File: src/rtl/con_uart_bridge.sv
// rtl/con_uart_bridge.sv - UART command bridge driving the datamem con port (write mailbox, read any word).
// Optional inter-byte frame timeout is enabled with CON_TIMEOUT_EN.
module con_uart_bridge #(
  parameter int CLKS_PER_BIT = 868,
  parameter int ADDR_BITS    = 14,
  parameter int DATA_WIDTH   = 32,
  parameter int TIMEOUT_BITS = 64
) (
  input  logic                  con_clk,
  input  logic                  rst,
  input  logic                  uart_rx,
  output logic                  uart_tx,
  output logic [3:0]            con_write,
  output logic [ADDR_BITS-1:0]  con_addr,
  output logic [DATA_WIDTH-1:0] con_in,
  input  logic [DATA_WIDTH-1:0] con_out,
  output logic                  busy,
  output logic                  err
);

  localparam int CW = (CLKS_PER_BIT > 2) ? $clog2(CLKS_PER_BIT) : 1;
  localparam logic [CW-1:0] BIT_LAST  = CW'(CLKS_PER_BIT - 1);
  localparam logic [CW-1:0] HALF_LAST = CW'(CLKS_PER_BIT / 2 - 1);

`ifdef CON_TIMEOUT_EN
  localparam int TO_W = $clog2(TIMEOUT_BITS * CLKS_PER_BIT);
  localparam logic [TO_W-1:0] TO_LAST = TO_W'(TIMEOUT_BITS * CLKS_PER_BIT - 1);
`endif

  typedef enum logic [1:0] {RX_IDLE, RX_START, RX_DATA, RX_STOP} rx_state_t;
  typedef enum logic [2:0] {
    S_IDLE, S_ADDR_HI, S_ADDR_LO, S_DATA, S_WRITE, S_RD_ADDR, S_RD_WAIT, S_SEND
  } state_t;

  // receiver
  logic            rx_meta_q, rx_sync_q, rx_prev_q;
  rx_state_t       rx_state_q, rx_state_d;
  logic [CW-1:0]   rx_cnt_q, rx_cnt_d;
  logic [2:0]      rx_bit_q, rx_bit_d;
  logic [7:0]      rx_shift_q, rx_shift_d;
  logic            rx_valid, rx_ferr;

  // command FSM and transmitter
  state_t                state_q, state_d;
  logic                  op_wr_q, op_wr_d;
  logic [ADDR_BITS-1:0]  addr_q, addr_d, addr_next;
  logic [DATA_WIDTH-1:0] word_q, word_d, word_next;
  logic [1:0]            byte_cnt_q, byte_cnt_d;
  logic [DATA_WIDTH-1:0] tx_word_q, tx_word_d;
  logic [7:0]            tx_byte;
  logic [CW-1:0]         tx_cnt_q, tx_cnt_d;
  logic [3:0]            tx_bit_q, tx_bit_d;
  logic                  uart_tx_q, uart_tx_d;
  logic [3:0]            con_write_q, con_write_d;
  logic [ADDR_BITS-1:0]  con_addr_q, con_addr_d;
  logic [DATA_WIDTH-1:0] con_in_q, con_in_d;
  logic                  err_q, err_d;
`ifdef CON_TIMEOUT_EN
  logic [TO_W-1:0]       to_cnt_q, to_cnt_d;
`endif

  always_comb begin
    rx_state_d = rx_state_q;
    rx_cnt_d   = rx_cnt_q;
    rx_bit_d   = rx_bit_q;
    rx_shift_d = rx_shift_q;
    rx_valid   = 1'b0;
    rx_ferr    = 1'b0;
    case (rx_state_q)
      RX_IDLE: begin
        if (rx_prev_q && !rx_sync_q) begin
          rx_state_d = RX_START;
          rx_cnt_d   = '0;
        end
      end
      RX_START: begin
        // mid-start resample rejects glitches shorter than half a bit
        if (rx_cnt_q == HALF_LAST) begin
          rx_cnt_d = '0;
          if (rx_sync_q) begin
            rx_state_d = RX_IDLE;
          end else begin
            rx_state_d = RX_DATA;
            rx_bit_d   = 3'd0;
          end
        end else begin
          rx_cnt_d = rx_cnt_q + 1'b1;
        end
      end
      RX_DATA: begin
        if (rx_cnt_q == BIT_LAST) begin
          rx_cnt_d   = '0;
          rx_shift_d = {rx_sync_q, rx_shift_q[7:1]};
          if (rx_bit_q == 3'd7) begin
            rx_state_d = RX_STOP;
          end else begin
            rx_bit_d = rx_bit_q + 1'b1;
          end
        end else begin
          rx_cnt_d = rx_cnt_q + 1'b1;
        end
      end
      RX_STOP: begin
        if (rx_cnt_q == BIT_LAST) begin
          rx_cnt_d   = '0;
          rx_state_d = RX_IDLE;
          if (rx_sync_q) begin
            rx_valid = 1'b1;
          end else begin
            rx_ferr = 1'b1;
          end
        end else begin
          rx_cnt_d = rx_cnt_q + 1'b1;
        end
      end
      default: rx_state_d = RX_IDLE;
    endcase
  end

  always_comb begin
    state_d     = state_q;
    op_wr_d     = op_wr_q;
    addr_d      = addr_q;
    word_d      = word_q;
    byte_cnt_d  = byte_cnt_q;
    tx_word_d   = tx_word_q;
    tx_cnt_d    = tx_cnt_q;
    tx_bit_d    = tx_bit_q;
    uart_tx_d   = uart_tx_q;
    con_write_d = 4'h0;
    con_addr_d  = con_addr_q;
    con_in_d    = con_in_q;
    err_d       = rx_ferr;
    addr_next   = ADDR_BITS'({addr_q, rx_shift_q});
    word_next   = DATA_WIDTH'({word_q, rx_shift_q});
    tx_byte     = tx_word_q[DATA_WIDTH-1 -: 8];
`ifdef CON_TIMEOUT_EN
    to_cnt_d    = '0;
`endif
    case (state_q)
      S_IDLE: begin
        if (rx_valid && (rx_shift_q == 8'h57 || rx_shift_q == 8'h52)) begin
          state_d = S_ADDR_HI;
          op_wr_d = (rx_shift_q == 8'h57);
          addr_d  = '0;
        end
      end
      S_ADDR_HI: begin
        if (rx_ferr) begin
          state_d = S_IDLE;
        end else if (rx_valid) begin
          addr_d  = addr_next;
          state_d = S_ADDR_LO;
        end
      end
      S_ADDR_LO: begin
        if (rx_ferr) begin
          state_d = S_IDLE;
        end else if (rx_valid) begin
          addr_d = addr_next;
          if (op_wr_q) begin
            state_d    = S_DATA;
            byte_cnt_d = 2'd0;
          end else begin
            state_d    = S_RD_ADDR;
            con_addr_d = addr_next;
          end
        end
      end
      S_DATA: begin
        if (rx_ferr) begin
          state_d = S_IDLE;
        end else if (rx_valid) begin
          word_d     = word_next;
          byte_cnt_d = byte_cnt_q + 1'b1;
          if (byte_cnt_q == 2'd3) begin
            // strobe is registered so it coincides with the WRITE state
            state_d = S_WRITE;
            if (addr_q[ADDR_BITS-1]) begin
              con_write_d = 4'hF;
              con_addr_d  = addr_q;
              con_in_d    = word_next;
            end else begin
              err_d = 1'b1;
            end
          end
        end
      end
      S_WRITE:   state_d = S_IDLE;
      S_RD_ADDR: state_d = S_RD_WAIT;
      S_RD_WAIT: begin
        tx_word_d  = con_out;
        state_d    = S_SEND;
        tx_cnt_d   = '0;
        tx_bit_d   = 4'd0;
        byte_cnt_d = 2'd0;
        uart_tx_d  = 1'b0;
      end
      S_SEND: begin
        // tx_bit: 0 = start, 1..8 = data LSB first, 9 = stop
        if (tx_cnt_q == BIT_LAST) begin
          tx_cnt_d = '0;
          if (tx_bit_q == 4'd9) begin
            if (byte_cnt_q == 2'd3) begin
              state_d   = S_IDLE;
              uart_tx_d = 1'b1;
            end else begin
              byte_cnt_d = byte_cnt_q + 1'b1;
              tx_bit_d   = 4'd0;
              tx_word_d  = tx_word_q << 8;
              uart_tx_d  = 1'b0;
            end
          end else begin
            tx_bit_d  = tx_bit_q + 1'b1;
            uart_tx_d = (tx_bit_q == 4'd8) ? 1'b1 : tx_byte[tx_bit_q[2:0]];
          end
        end else begin
          tx_cnt_d = tx_cnt_q + 1'b1;
        end
      end
      default: state_d = S_IDLE;
    endcase
`ifdef CON_TIMEOUT_EN
    if ((state_q == S_ADDR_HI || state_q == S_ADDR_LO || state_q == S_DATA) &&
        !rx_valid && !rx_ferr) begin
      if (to_cnt_q == TO_LAST) begin
        state_d = S_IDLE;
        err_d   = 1'b1;
      end else begin
        to_cnt_d = to_cnt_q + 1'b1;
      end
    end
`endif
  end

  always_ff @(posedge con_clk or posedge rst) begin
    if (rst) begin
      rx_meta_q   <= 1'b1;
      rx_sync_q   <= 1'b1;
      rx_prev_q   <= 1'b1;
      rx_state_q  <= RX_IDLE;
      rx_cnt_q    <= '0;
      rx_bit_q    <= 3'd0;
      rx_shift_q  <= 8'h00;
      state_q     <= S_IDLE;
      op_wr_q     <= 1'b0;
      addr_q      <= '0;
      word_q      <= '0;
      byte_cnt_q  <= 2'd0;
      tx_word_q   <= '0;
      tx_cnt_q    <= '0;
      tx_bit_q    <= 4'd0;
      uart_tx_q   <= 1'b1;
      con_write_q <= 4'h0;
      con_addr_q  <= '0;
      con_in_q    <= '0;
      err_q       <= 1'b0;
`ifdef CON_TIMEOUT_EN
      to_cnt_q    <= '0;
`endif
    end else begin
      rx_meta_q   <= uart_rx;
      rx_sync_q   <= rx_meta_q;
      rx_prev_q   <= rx_sync_q;
      rx_state_q  <= rx_state_d;
      rx_cnt_q    <= rx_cnt_d;
      rx_bit_q    <= rx_bit_d;
      rx_shift_q  <= rx_shift_d;
      state_q     <= state_d;
      op_wr_q     <= op_wr_d;
      addr_q      <= addr_d;
      word_q      <= word_d;
      byte_cnt_q  <= byte_cnt_d;
      tx_word_q   <= tx_word_d;
      tx_cnt_q    <= tx_cnt_d;
      tx_bit_q    <= tx_bit_d;
      uart_tx_q   <= uart_tx_d;
      con_write_q <= con_write_d;
      con_addr_q  <= con_addr_d;
      con_in_q    <= con_in_d;
      err_q       <= err_d;
`ifdef CON_TIMEOUT_EN
      to_cnt_q    <= to_cnt_d;
`endif
    end
  end

  assign uart_tx   = uart_tx_q;
  assign con_write = con_write_q;
  assign con_addr  = con_addr_q;
  assign con_in    = con_in_q;
  assign err       = err_q;
  assign busy      = (state_q != S_IDLE);

endmodule

File: config.mk
export PLATFORM = sky130hd
export DESIGN_NAME = con_uart_bridge
export DESIGN_NICKNAME = d
export VERILOG_FILES = /design/src/rtl/con_uart_bridge.sv
export SDC_FILE = /design/constraint.sdc
export NUM_CORES = 1
export LEC_CHECK = 0
export BUFFER_PORTS_ARGS = -buffer_cell sky130_fd_sc_hd__buf_2
export CORE_AREA = 2 2 128 155
export DETAILED_ROUTE_END_ITERATION = 12
export DIE_AREA = 0 0 130 157
export PLACE_DENSITY = 0.58
export SLEW_MARGIN = 20
export SYNTH_ARGS = -nofsm -noshare
export SYNTH_HDL_FRONTEND = slang
export SYNTH_SLANG_ARGS = --single-unit
File: constraint.sdc
create_clock -name con_clk -period 5.87 [get_ports con_clk]
set_input_delay 0.8805 -clock con_clk [delete_from_list [all_inputs] [get_ports con_clk]]
set_output_delay 0.8805 -clock con_clk [all_outputs]
set_load 0.01 [all_outputs]
# Word-level counts from Yosys, hierarchy flattened
# Index checks and enable logic that the tools add are counted.
# op_classes
n_addsub	5
multipliers	0
div_mod_pow	0
magnitude_cmp	1
eq_ne	46
n_shift	0
n_mux	83
n_bitwise	1
reduce_logical	27
# ops
operator	count
two-way mux 14 bit	10
two-way mux 32 bit	3
case mux 32 bit (2 select lines)	1
case mux 14 bit (2 select lines)	2
two-way mux 3 bit	16
!= test 2 bit (second input constant)	21
two-way mux 10 bit	4
two-way mux 4 bit	8
case mux 10 bit (3 select lines)	1
two-way mux 2 bit	14
case mux 3 bit (8 select lines)	1
adder 10 x 1 -> 10 bit (second input constant)	2
== test 10 bit (second input constant)	2
case mux 10 bit (2 select lines)	1
== test 8 x 7 -> 1 bit (second input constant)	2
two-way mux 1 bit	16
case mux 2 bit (4 select lines)	2
AND reduction 8 bit	2
== test 3 bit (second input constant)	5
!= test 3 bit (second input constant)	5
AND reduction 5 bit	3
== test 10 x 9 -> 1 bit (second input constant)	1
AND reduction 9 bit	1
== test 4 bit (second input constant)	2
other kinds (26)	38
# totals
regBits	168
latchBits	0
mem_bits_rw	0
mem_bits_ro	0
inputBits	35
out_inout_bits	53
elab_cells	183
memories	0

# Logic depth before layout (Yosys ltp)
# Gate-level depths: netlist of run 1.
# logic_depth
depth_word	6
ltp_mapped	8
mapped_depth_nobuf	7

# Worst setup path after synthesis of run 1
# No wires, ideal clock.
# synth_timing
path_kind	reg-to-reg
from	reg rx_sync_q
to	reg con_addr_q[10] (netlist: con_addr[10])
setup_time_ns	0.122
arrival_ns	1.995
t_required_ns	5.748
slack_ns	3.753
path_stages_with_launch	9
n_path_buf	3
period_less_slack_ns	2.117
cell_sequence	dfstp_2 clkbuf_1 nand3_1 or2_4 or4_1 buf_4 buf_6 nand2_1 o21ai_1
# synth_between
elab_chain_len	5
elab_cells_between_ends	11
cone_classes	4 x eq/ne; 6 x mux; 1 x reduce/logical
# synth_lines
item	line_no	source
start: declaration	36	logic rx_meta_q, rx_sync_q, rx_prev_q;
start signal: assignment	263	rx_sync_q <= rx_meta_q;
two-way mux 1 bit	107	if (rx_sync_q) begin
two-way mux 1 bit	104	if (rx_cnt_q == BIT_LAST) begin
two-way mux 1 bit	69	case (rx_state_q)
!= test 2 bit (no line)	--	
AND reduction 8 bit (no line) *	--	
end signal: assignment	279	con_addr_q <= con_addr_d;
end: declaration	55	logic [ADDR_BITS-1:0] con_addr_q, con_addr_d;
# Mark *: on every way between the ends. The rest lies on a longest branch, timed or not.
# A chain may end at the register's enable or synchronous reset.

# Final worst setup path of run 1
# layout_timing
from	reg state_q[2]
to	reg tx_word_q[15]
# layout_between
elab_chain_len	3
elab_cells_between_ends	8
cone_classes	5 x eq/ne; 1 x mux; 2 x reduce/logical
# layout_lines
item	line_no	source
start: declaration	44	state_t state_q, state_d;
start signal: assignment	269	state_q <= state_d;
== test 3 bit	140	case (state_q)
!= test 2 bit (no line) / nonzero test 2 bit (equally long branches)	--	
AND reduction 4 bit (no line)	--	
end signal: assignment	274	tx_word_q <= tx_word_d;
end: declaration	49	logic [DATA_WIDTH-1:0] tx_word_q, tx_word_d;
# Several ways; a longest one is shown, not always the timed one.

==> results of run 1 <==
==> registers in the layout, summed over array words and instances (netlist names), 8 cells and up, named ones only <==
signal,cells
word_q,24
addr_q,14
rx_shift_q,8
rx_cnt_q,10
tx_word_q,32
con_in,32
tx_cnt_q,10
con_addr,14
==> where the power goes <==
part	total, uW	leakage [uW]	switching [uW]	internal (uW)
Clock	1130	0.000294	481	652
Sequential	1180	0.00215	24.1	1160
Combinational	111	0.00177	65.0	45.7
==> kinds of logic (layout without fill, tap and decap cells) <==
group	Yosys count	in the layout	share of synthesized area
multiplexers	55	55	0.0827
buffers and inverters	55	136	0.0368
adder cells (fa/ha/maj)	9	9	0.0151
AND/OR/NAND/NOR	327	327	0.192
flip-flops	165	165	0.553
AO/OA/AOI/OAI	118	118	0.106
XOR/XNOR	12	12	0.0141
==> placed cells by master (no fill, tap or decap), drive strengths merged, types with 3 or more instances in the layout <==
| master | n |
|---|---|
| nand3 | 8 |
| nor2b | 3 |
| nor2 | 50 |
| buf | 91 |
| clkbuf | 18 |
| dfstp | 4 |
| nand2b | 3 |
| a21oi | 6 |
| clkinv | 6 |
| a22o | 11 |
| xor2 | 6 |
| or2 | 4 |
| xnor2 | 6 |
| or4 | 4 |
| inv | 17 |
| nor3 | 5 |
| nor4 | 4 |
| or3 | 6 |
| a31oi | 25 |
| nand4 | 7 |
| nand2 | 210 |
| dfrtp | 161 |
| nor3b | 5 |
| a21o | 8 |
| and3 | 8 |
| o21ai | 47 |
| mux2 | 34 |
| mux2i | 19 |
| ha | 9 |
==> worst min path at each step <==
stage                     depth (start not counted)           startpoint                   to  slack [ns]
final                                             0  rx_meta_q$_DFF_PP1_  rx_sync_q$_DFF_PP1_        0.36
after global routing                              0  rx_meta_q$_DFF_PP1_  rx_sync_q$_DFF_PP1_        0.36
after CTS                                         0  rx_meta_q$_DFF_PP1_  rx_sync_q$_DFF_PP1_        0.36
after detailed placement                          0  rx_meta_q$_DFF_PP1_  rx_sync_q$_DFF_PP1_        0.35
after global placement                            0  rx_meta_q$_DFF_PP1_  rx_sync_q$_DFF_PP1_        0.35
after floorplan                                   0  rx_meta_q$_DFF_PP1_  rx_sync_q$_DFF_PP1_        0.35
==> layout make-up <==
cell class / instances / area, um2
clock buffer: 18 / 439
inverter: 13 / 56.3
timing repair buffer: 91 / 465
fill: 1801 / 10100
tap: 256 / 320
clock inverter: 14 / 171
sequential: 165 / 4130
multi-input combinational: 521 / 3080
==> worst reg2reg max path, cell delays in order, from the launching register on <==
cell	delay, ns
dfrtp_1	0.71
and3_1	0.96
o21ai_0	0.48
and3_1	0.31
buf_4	0.26
nor2_1	0.17
a31oi_1	0.06
==> stage by stage <==
stage / setup slack, ns / hold slack, ns / instance area [um2]
floorplan: 0.534 / 0.345 / 7470
detailed placement: 2.86 / 0.347 / 8050
global placement: 2.88 / 0.347 / 8050
CTS: 2.82 / 0.356 / 8660
finish: 2.80 / 0.356 / 8660
global route: 2.50 / 0.362 / 8660
==> per-layer routing <==
metal / vias to the layer above / wire length (um) / global-route usage
met2: 99 / 7130 / 0.240
met5: - / 0 / 0
met3: 10 / 472 / 0.0354
li1: 2673 / - / -
met1: 2563 / 7210 / 0.216
met4: 0 / 152 / 0.0466
==> run metrics, run 1 <==
all-layer global routing usage 0.155; Num CTS Buffers 17; ANT nets after route 0; static leakage 0.00422 uW; Max-Cap Viols 0; crit-path max cell delay 0.96 ns; CTS tree yes; PD cells 280 mW/mm2; clock-pin slew of the registers on the worst-case setup and hold paths 0.07 ns; Setup Viol. Count Final 0; DRT Wirelength 15,000 um; DRC Markers 0; #FFs+latches synth 165; die area 0.0204 mm2; cell count after synthesis 741; Sink Count 165; most frequent cells after synthesis 210 x nand2_1, 161 x dfrtp_1, 49 x nor2_1; Final Util 0.461; total grt overflow 0; Synth cell types 62; antenna fix cells 0; status completed; core box area 0.0188 mm2; Synth Area per Inst 10.1 um2; Worst Setup SP state_q[2]$_DFFE_PP0P_; reg2reg end tx_word_q[15]$_DFFE_PP0P_; via count 5,345; first-pass GRT wire length 25,200 um; minimum clock period 3.07 ns; most frequent CP cell and3_1; Top delay family on crit path simple AND/OR/NAND/NOR gates; routed len/inst 13.9 um; crit end category flip-flop; R2R setup slack 2.80 ns; RD Place Congestion 0.777; pin count of the biggest net entering global routing 119; hpwl dp 10,000 um; Tot Pwr 2420 uW; Ys Warns 0; FF-to-FF Start state_q[2]$_DFFE_PP0P_; Critical Path, Cell by Cell and3_1, o21ai_0, and3_1, buf_4, nor2_1, a31oi_1; Initial Utilization 0.398; Buffers & Inverters on Critical Path 1; CTS Buffer Depth 2; fraction of registers with async set/reset 1.00; CTS root buf clkbuf_16; Post-Layout Cell Count 1,078; Vias/cell 4.96; Seq/Total Area, Yosys 0.553; cell taking the most area after synthesis dfrtp_1; Final Cycle Share 0.524; Worst Skew 0.0115 ns; FMAX 0.325 GHz; layout cells sized above 1 0.224; WP depth 6; TritonRoute pass-1 iters 4; Max Slew Vio Count 0; I/O Pins 88; Syn Nets 785; worst-skew pair later-pin latency 0.42 ns; Critical Path End tx_word_q[15]$_DFFE_PP0P_; Area contributors post-synth dfrtp_1 54%, nand2_1 11%, mux2_2 5.1%; synthesized cell area 0.00747 mm2; placed cell count 1,046; EDFF count, synth 0; Peak VDD IR 0.000214 V; H-tree Lvls 4; worst path required time 6.15 ns; die extent in x 130 um; Die Y-Extent 157 um; worst-margin pin slew 1.07 ns; share of the synthesized area in the top cell type 0.539; Layout Nets 853; Resized Gates After CTS 0; Data arrival, critical path 3.36 ns; CP startpoint kind flip-flop; CP max FO 48; ys flop type dfrtp_1; R2R depth 6; critical path's slowest cell and3_1; setup TNS 0 ns; CTS Hold Bufs 0; worst hold-check path type flip-flop to flip-flop; vias in the first global route 4,988; crit path kind flip-flop to flip-flop; cell with the most instances after synthesis nand2_1; postcts setup bufs 0; Rows 55; final hold vios 0; initial antenna violation count 0; Slew HR 0.289; initial DRC count 249; Layout area overhead 15.9%; unrepaired setup endpoints after global routing false; PortBufs 87
No activity file was read; power rests on OpenSTA's default activity.
==> run 2, diff against run 1 <==
==> constraint.sdc (replaced) <==
create_clock -name con_clk -period 3.16 [get_ports con_clk]
set_input_delay 0.474 -clock con_clk [delete_from_list [all_inputs] [get_ports con_clk]]
set_output_delay 0.474 -clock con_clk [all_outputs]
set_load 0.01 [all_outputs]
==> run 2 against run 1 <==
Global-route usage rose by 0.64 points. First-iteration DRC count fell by 25%. Worst setup slack got worse by 2.1 ns. Register-to-register slack got worse by 2.1 ns. Cell area rose by 1.1%. Clock-buffer cell count fell by 1. Critical path depth fell by 1. Clock power rose by 87%. Sequential power rose by 86%. Highest routed layer unchanged.
==> run metrics, run 2 (same netlist as run 1, synthesis figures left out) <==
crit path kind flip-flop to flip-flop; initial antenna violation count 0; Rows 55; Seq. cell area 0.00413 mm2; Worst Skew 0.0130 ns; worst path required time 3.46 ns; Post-Layout Cell Count 1,088; Sink Count 165; crit-path max cell delay 0.44 ns; worst-skew pair later-pin latency 0.43 ns; fill cell count 1,825; Power Internal 3380 uW; Placed Area 0.00815 mm2; Initial Utilization 0.398; via count 5,420; crit end category flip-flop; multi-input logic area 0.00307 mm2; status completed; PortBufs 87; placed cell count 1,056; TritonRoute pass-1 iters 4; Data arrival, critical path 2.73 ns; most frequent cells in the layout 210 x nand2_1, 161 x dfrtp_1, 87 x buf_2; Layout Nets 863; CTS tree yes; minimum clock period 2.42 ns; Hold Slack 0.0947 ns; DRC Markers 0; hpwl dp 10,300 um; commonest non-fill, non-tap cell in the layout nand2_1; Layout area overhead 17.2%; worst-margin pin slew 0.735 ns; ANT nets after route 0; first-pass GRT wire length 26,200 um; Die Y-Extent 157 um; clock-pin slew of the registers on the worst-case setup and hold paths 0.07 ns; CTS Hold Bufs 0; Peak VDD IR 0.000287 V; Buffers & Inverters on Critical Path 1; WP depth 5; FMAX 0.413 GHz; unrepaired setup endpoints after global routing false; postcts setup bufs 0; final hold vios 0; DRT Wirelength 15,400 um; CP startpoint kind flip-flop; core box area 0.0188 mm2; total grt overflow 0; Max-Cap Viols 0; die extent in x 130 um; CTS root buf clkbuf_16; post-route cell area 0.00876 mm2; R2R depth 5; static leakage 0.00427 uW; layout cells sized above 1 0.231; Net Switching 1130 uW; Sw Ratio 0.251; Num CTS Buffers 17; I/O Pins 88; CTS Buffer Depth 2; worst hold-check path type primary input to asynchronous set/reset pin; Reg power frac 0.486; Max Slew Vio Count 0; Gate power share 0.047; Final Cycle Share 0.767; RD Place Congestion 0.808; Tot Pwr 4520 uW; clock share of power 0.467; pin count of the biggest net entering global routing 73; all-layer global routing usage 0.161; H-tree Lvls 4; Critical Path, Cell by Cell or3b_1, or3_1, nor3b_1, buf_4, mux2_2; Resized Gates After CTS 0; die area 0.0204 mm2; Slew HR 0.505; critical path's slowest cell or3b_1; Vias/cell 4.98; initial DRC count 187; setup TNS 0 ns; Setup Viol. Count Final 0; Top delay family on crit path simple AND/OR/NAND/NOR gates; CP max FO 8; vias in the first global route 5,284; Worst Setup SP rx_cnt_q[7]$_DFFE_PP0P_; PD cells 515 mW/mm2; routed len/inst 14.1 um; antenna fix cells 0; FF-to-FF Start rx_cnt_q[7]$_DFFE_PP0P_
## run 2: routing by layer
layer,track usage,vias to the layer above,routed length (um)
met2,0.246,81,7300
met3,0.0347,14,420
li1,-,2692,-
met4,0.0548,0,187
met1,0.227,2633,7480
met5,0,-,0
## run 2: cell type report
| type | instances | share of cell area |
|---|---|---|
| tap | 256 | 0.0366 |
| clock inverter | 15 | 0.0218 |
| multi-input combinational | 521 | 0.351 |
| timing repair buffer | 101 | 0.0645 |
| sequential | 165 | 0.472 |
| clock buffer | 17 | 0.0485 |
| inverter | 13 | 0.00600 |
## run 2: power groups by stage
stage               clock network [uW]  logic [uW]  registers (uW)
detailed placement                   0         220            2230
global route                      2250         251            2200
floorplan                            0         159            2220
global placement                     0         218            2230
CTS                               2160         220            2190
finish                            2110         214            2190
## run 2: final timing paths
| check | endpoint | slack [ns] |
|---|---|---|
| min | word_q[16]$_DFFE_PP0P_ | 0.09 |
| min reg2reg | rx_sync_q$_DFF_PP1_ | 0.36 |
| min in group con_clk | rx_meta_q$_DFF_PP1_ | 0.14 |
| max in group asynchronous | uart_tx$_DFFE_PP1P_ | 2.31 |
| max reg2reg | rx_shift_q[3]$_DFFE_PP0P_ | 0.74 |
| max | rx_shift_q[3]$_DFFE_PP0P_ | 0.74 |
## run 2: per-stage QoR
step / setup slack [ns] / utilization
floorplan: 0.590 / -
global placement: 0.808 / 0.434
detailed placement: 0.746 / 0.434
CTS: 0.741 / 0.466
global route: 0.562 / 0.466
finish: 0.736 / 0.466
==> run 3, diff against run 2 <==
--- a/config.mk
+++ b/config.mk
@@ -5,11 +5,12 @@
 export SDC_FILE = /design/constraint.sdc
 export NUM_CORES = 1
 export LEC_CHECK = 0
+export ABC_AREA = 1
 export BUFFER_PORTS_ARGS = -buffer_cell sky130_fd_sc_hd__buf_2
-export CORE_AREA = 2 2 128 155
+export CORE_AREA = 2 2 130 157
 export DETAILED_ROUTE_END_ITERATION = 12
-export DIE_AREA = 0 0 130 157
-export PLACE_DENSITY = 0.58
+export DIE_AREA = 0 0 132 159
+export PLACE_DENSITY = 0.6
 export SLEW_MARGIN = 20
 export SYNTH_ARGS = -nofsm -noshare
 export SYNTH_HDL_FRONTEND = slang
==> constraint.sdc (replaced) <==
create_clock -name con_clk -period 2.2 [get_ports con_clk]
set_input_delay 0.33 -clock con_clk [delete_from_list [all_inputs] [get_ports con_clk]]
set_output_delay 0.33 -clock con_clk [all_outputs]
set_load 0.01 [all_outputs]
==> run 3 against run 2 <==
Clock-buffer cell count increased by 5. Largest cell class unchanged. Critical path type is now flip-flop to output pin. Combinational power increased by 130%. Total power increased by 45%. Global-route usage increased by 0.78 points. First-iteration DRC count increased by 110%.
==> run metrics, run 3 <==
Die Y-Extent 159 um; commonest non-fill, non-tap cell in the layout nand2_1; worst-skew pair later-pin latency 0.43 ns; synthesized cell area 0.00767 mm2; worst-margin pin slew 0.632 ns; CTS tree yes; FMAX 0.492 GHz; most frequent CP cell inv_1; Critical Path, Cell by Cell inv_1, nand2_1, nor2_4, nor2_1, inv_1, buf_2; #FFs+latches synth 165; RD Place Congestion 0.827; CP startpoint kind flip-flop; Synth Area per Inst 8.48 um2; CTS root buf clkbuf_16; initial antenna violation count 0; Final Cycle Share 0.924; core box area 0.0194 mm2; routed wl met3 481 um; first-pass GRT wire length 28,500 um; fill cell count 1,906; Area contributors post-synth dfrtp_1 53%, nand2_1 11%, o21ai_0 8.9%; minimum clock period 2.03 ns; Setup Viol. Count Final 0; Peak VDD IR 0.000557 V; I/O Pins 88; worst hold-check path type primary input to asynchronous set/reset pin; clock-pin slew of the registers on the worst-case setup and hold paths 0.07 ns; most frequent cells after synthesis 226 x nand2_1, 161 x dfrtp_1, 137 x o21ai_0; Layout Nets 1,036; cell taking the most area after synthesis dfrtp_1; Post-Layout Cell Count 1,266; die extent in x 132 um; ys flop type dfrtp_1; Max-Cap Viols 0; Tot Pwr 6540 uW; Syn Nets 948; Max Slew Vio Count 0; hpwl dp 11,600 um; Synth cell types 41; DRT Wirelength 16,800 um; most frequent cells in the layout 226 x nand2_1, 160 x dfrtp_1, 137 x o21ai_0; Data arrival, critical path 1.70 ns; EDFF count, synth 0; ANT nets after route 0; static leakage 0.00443 uW; worst path required time 1.87 ns; status completed; total grt overflow 0; routed len/inst 13.3 um; Sink Count 165; crit-path max cell delay 0.45 ns; via count 5,978; crit path kind flip-flop to output pin; DR top layer met4; Initial Utilization 0.395; layout cells sized above 1 0.167; Num CTS Buffers 17; initial DRC count 390; pin count of the biggest net entering global routing 109; vias in the first global route 5,661; final hold vios 0; Vias/cell 4.72; Seq/Total Area, Yosys 0.539; placed cell count 1,233; CTS Buffer Depth 2; fraction of registers with async set/reset 1.00; H-tree Lvls 4; DRC Markers 0; Buffers & Inverters on Critical Path 3; critical path's slowest cell dfrtp_1; unrepaired setup endpoints after global routing false; met2 routed WL 8240 um; postcts setup bufs 0; Rows 56; CP max FO 4; all-layer global routing usage 0.169; Top delay family on crit path flip-flops; Worst Skew 0.0120 ns; PortBufs 87; crit end category output pin; die area 0.0210 mm2; M1 wire length 7840 um; cell with the most instances after synthesis nand2_1; antenna fix cells 0; PD cells 727 mW/mm2; Layout area overhead 17.3%; TritonRoute pass-1 iters 5; Slew HR 0.577; Ys Warns 0; share of the synthesized area in the top cell type 0.525; cell count after synthesis 904
==> run 3: cell types whose count changed in the layout (fill, tap and decap cells not counted), moves of 15 or more <==
| cell | before | now |
|---|---|---|
| inv_1 | 12 | 127 |
| nand3_1 | 8 | 31 |
| nand2_1 | 210 | 226 |
| mux2i_1 | 19 | 0 |
| o211ai_1 | 2 | 17 |
| a31oi_1 | 25 | 1 |
| o21ai_0 | 33 | 137 |
| mux2_2 | 34 | 0 |
==> run 3: tightest hold or removal path, cell delays in order <==
cell        delay (ns)
buf_2             0.11
clkinvlp_4        0.10
buf_12            0.29
==> run 3: power by group <==
| group | internal (uW) | switching [uW] | total, uW |
|---|---|---|---|
| combinational | 150 | 342 | 492 |
| sequential | 3100 | 80.4 | 3180 |
| clock | 1650 | 1220 | 2870 |
| total | 4900 | 1640 | 6540 |
==> run 3: cells by family after synthesis <==
group,share of synthesized area
AOI/OAI and AO/OA,0.144
xor gates and xnor gates,0.0114
adders and majority gates,0.0147
buffers and inverters,0.0937
DFF,0.539
and+or+nand+nor,0.197
==> run 3: path summary, 6_finish.rpt <==
check / start / to / slack (ns) / depth (start not counted)
worst max register to register: rx_cnt_q[3]$_DFFE_PP0P_ / rx_cnt_q[2]$_DFFE_PP0P_ / 0.25 / 6
worst min register to register: rx_meta_q$_DFF_PP1_ / rx_sync_q$_DFF_PP1_ / 0.37 / 0
worst min-delay path: rst / con_addr[3]$_DFFE_PP0P_ / 0.007 / 3
min in group con_clk: con_out[7] / tx_word_q[7]$_DFFE_PP0P_ / 0.15 / 3
max in group asynchronous: rst / state_q[1]$_DFFE_PP0P_ / 1.65 / 3
worst max-delay path: state_q[2]$_DFFE_PP0P_ / busy / 0.17 / 6
==> run 3: per-layer routing <==
layer / vias to the layer above / track usage
li1: 3080 / -
met2: 90 / 0.275
met5: - / 0
met1: 2789 / 0.226
met4: 0 / 0.0568
met3: 19 / 0.0341
==> run 3: repair_timing <==
| item | in CTS | in global routing |
|---|---|---|
| resized for setup | 0 | 2 |
| hold buffers | 1 | 0 |
| endpoints found under the setup margin | 0 | 1 |
| endpoints found under the hold margin | 1 | 0 |
==> run 3: through the flow <==
step	instance area (um2)	hold WS (ns)	setup slack, ns	setup TNS (ns)	utilization
6_report	8990	0.00660	0.167	0	0.463
5_1_grt	8990	0.0344	0.00362	0	0.463
4_1_cts	8990	0.0108	0.0823	0	0.463
3_5_place_dp	8410	0.360	0.277	0	0.433
3_3_place_gp	8410	0.361	0.314	0	0.433
2_1_floorplan	7670	0.334	-0.226	-36.31	-
==> run 3: area by class of cell <==
class,count,area [um2],area share
inverters,131,495,0.0551
flip-flops and latches,165,4140,0.460
well taps,261,327,0.0363
repair buffers,108,646,0.0718
clock buffers,22,474,0.0527
clock inverters,10,96.3,0.0107
multi-input cells,569,2820,0.314
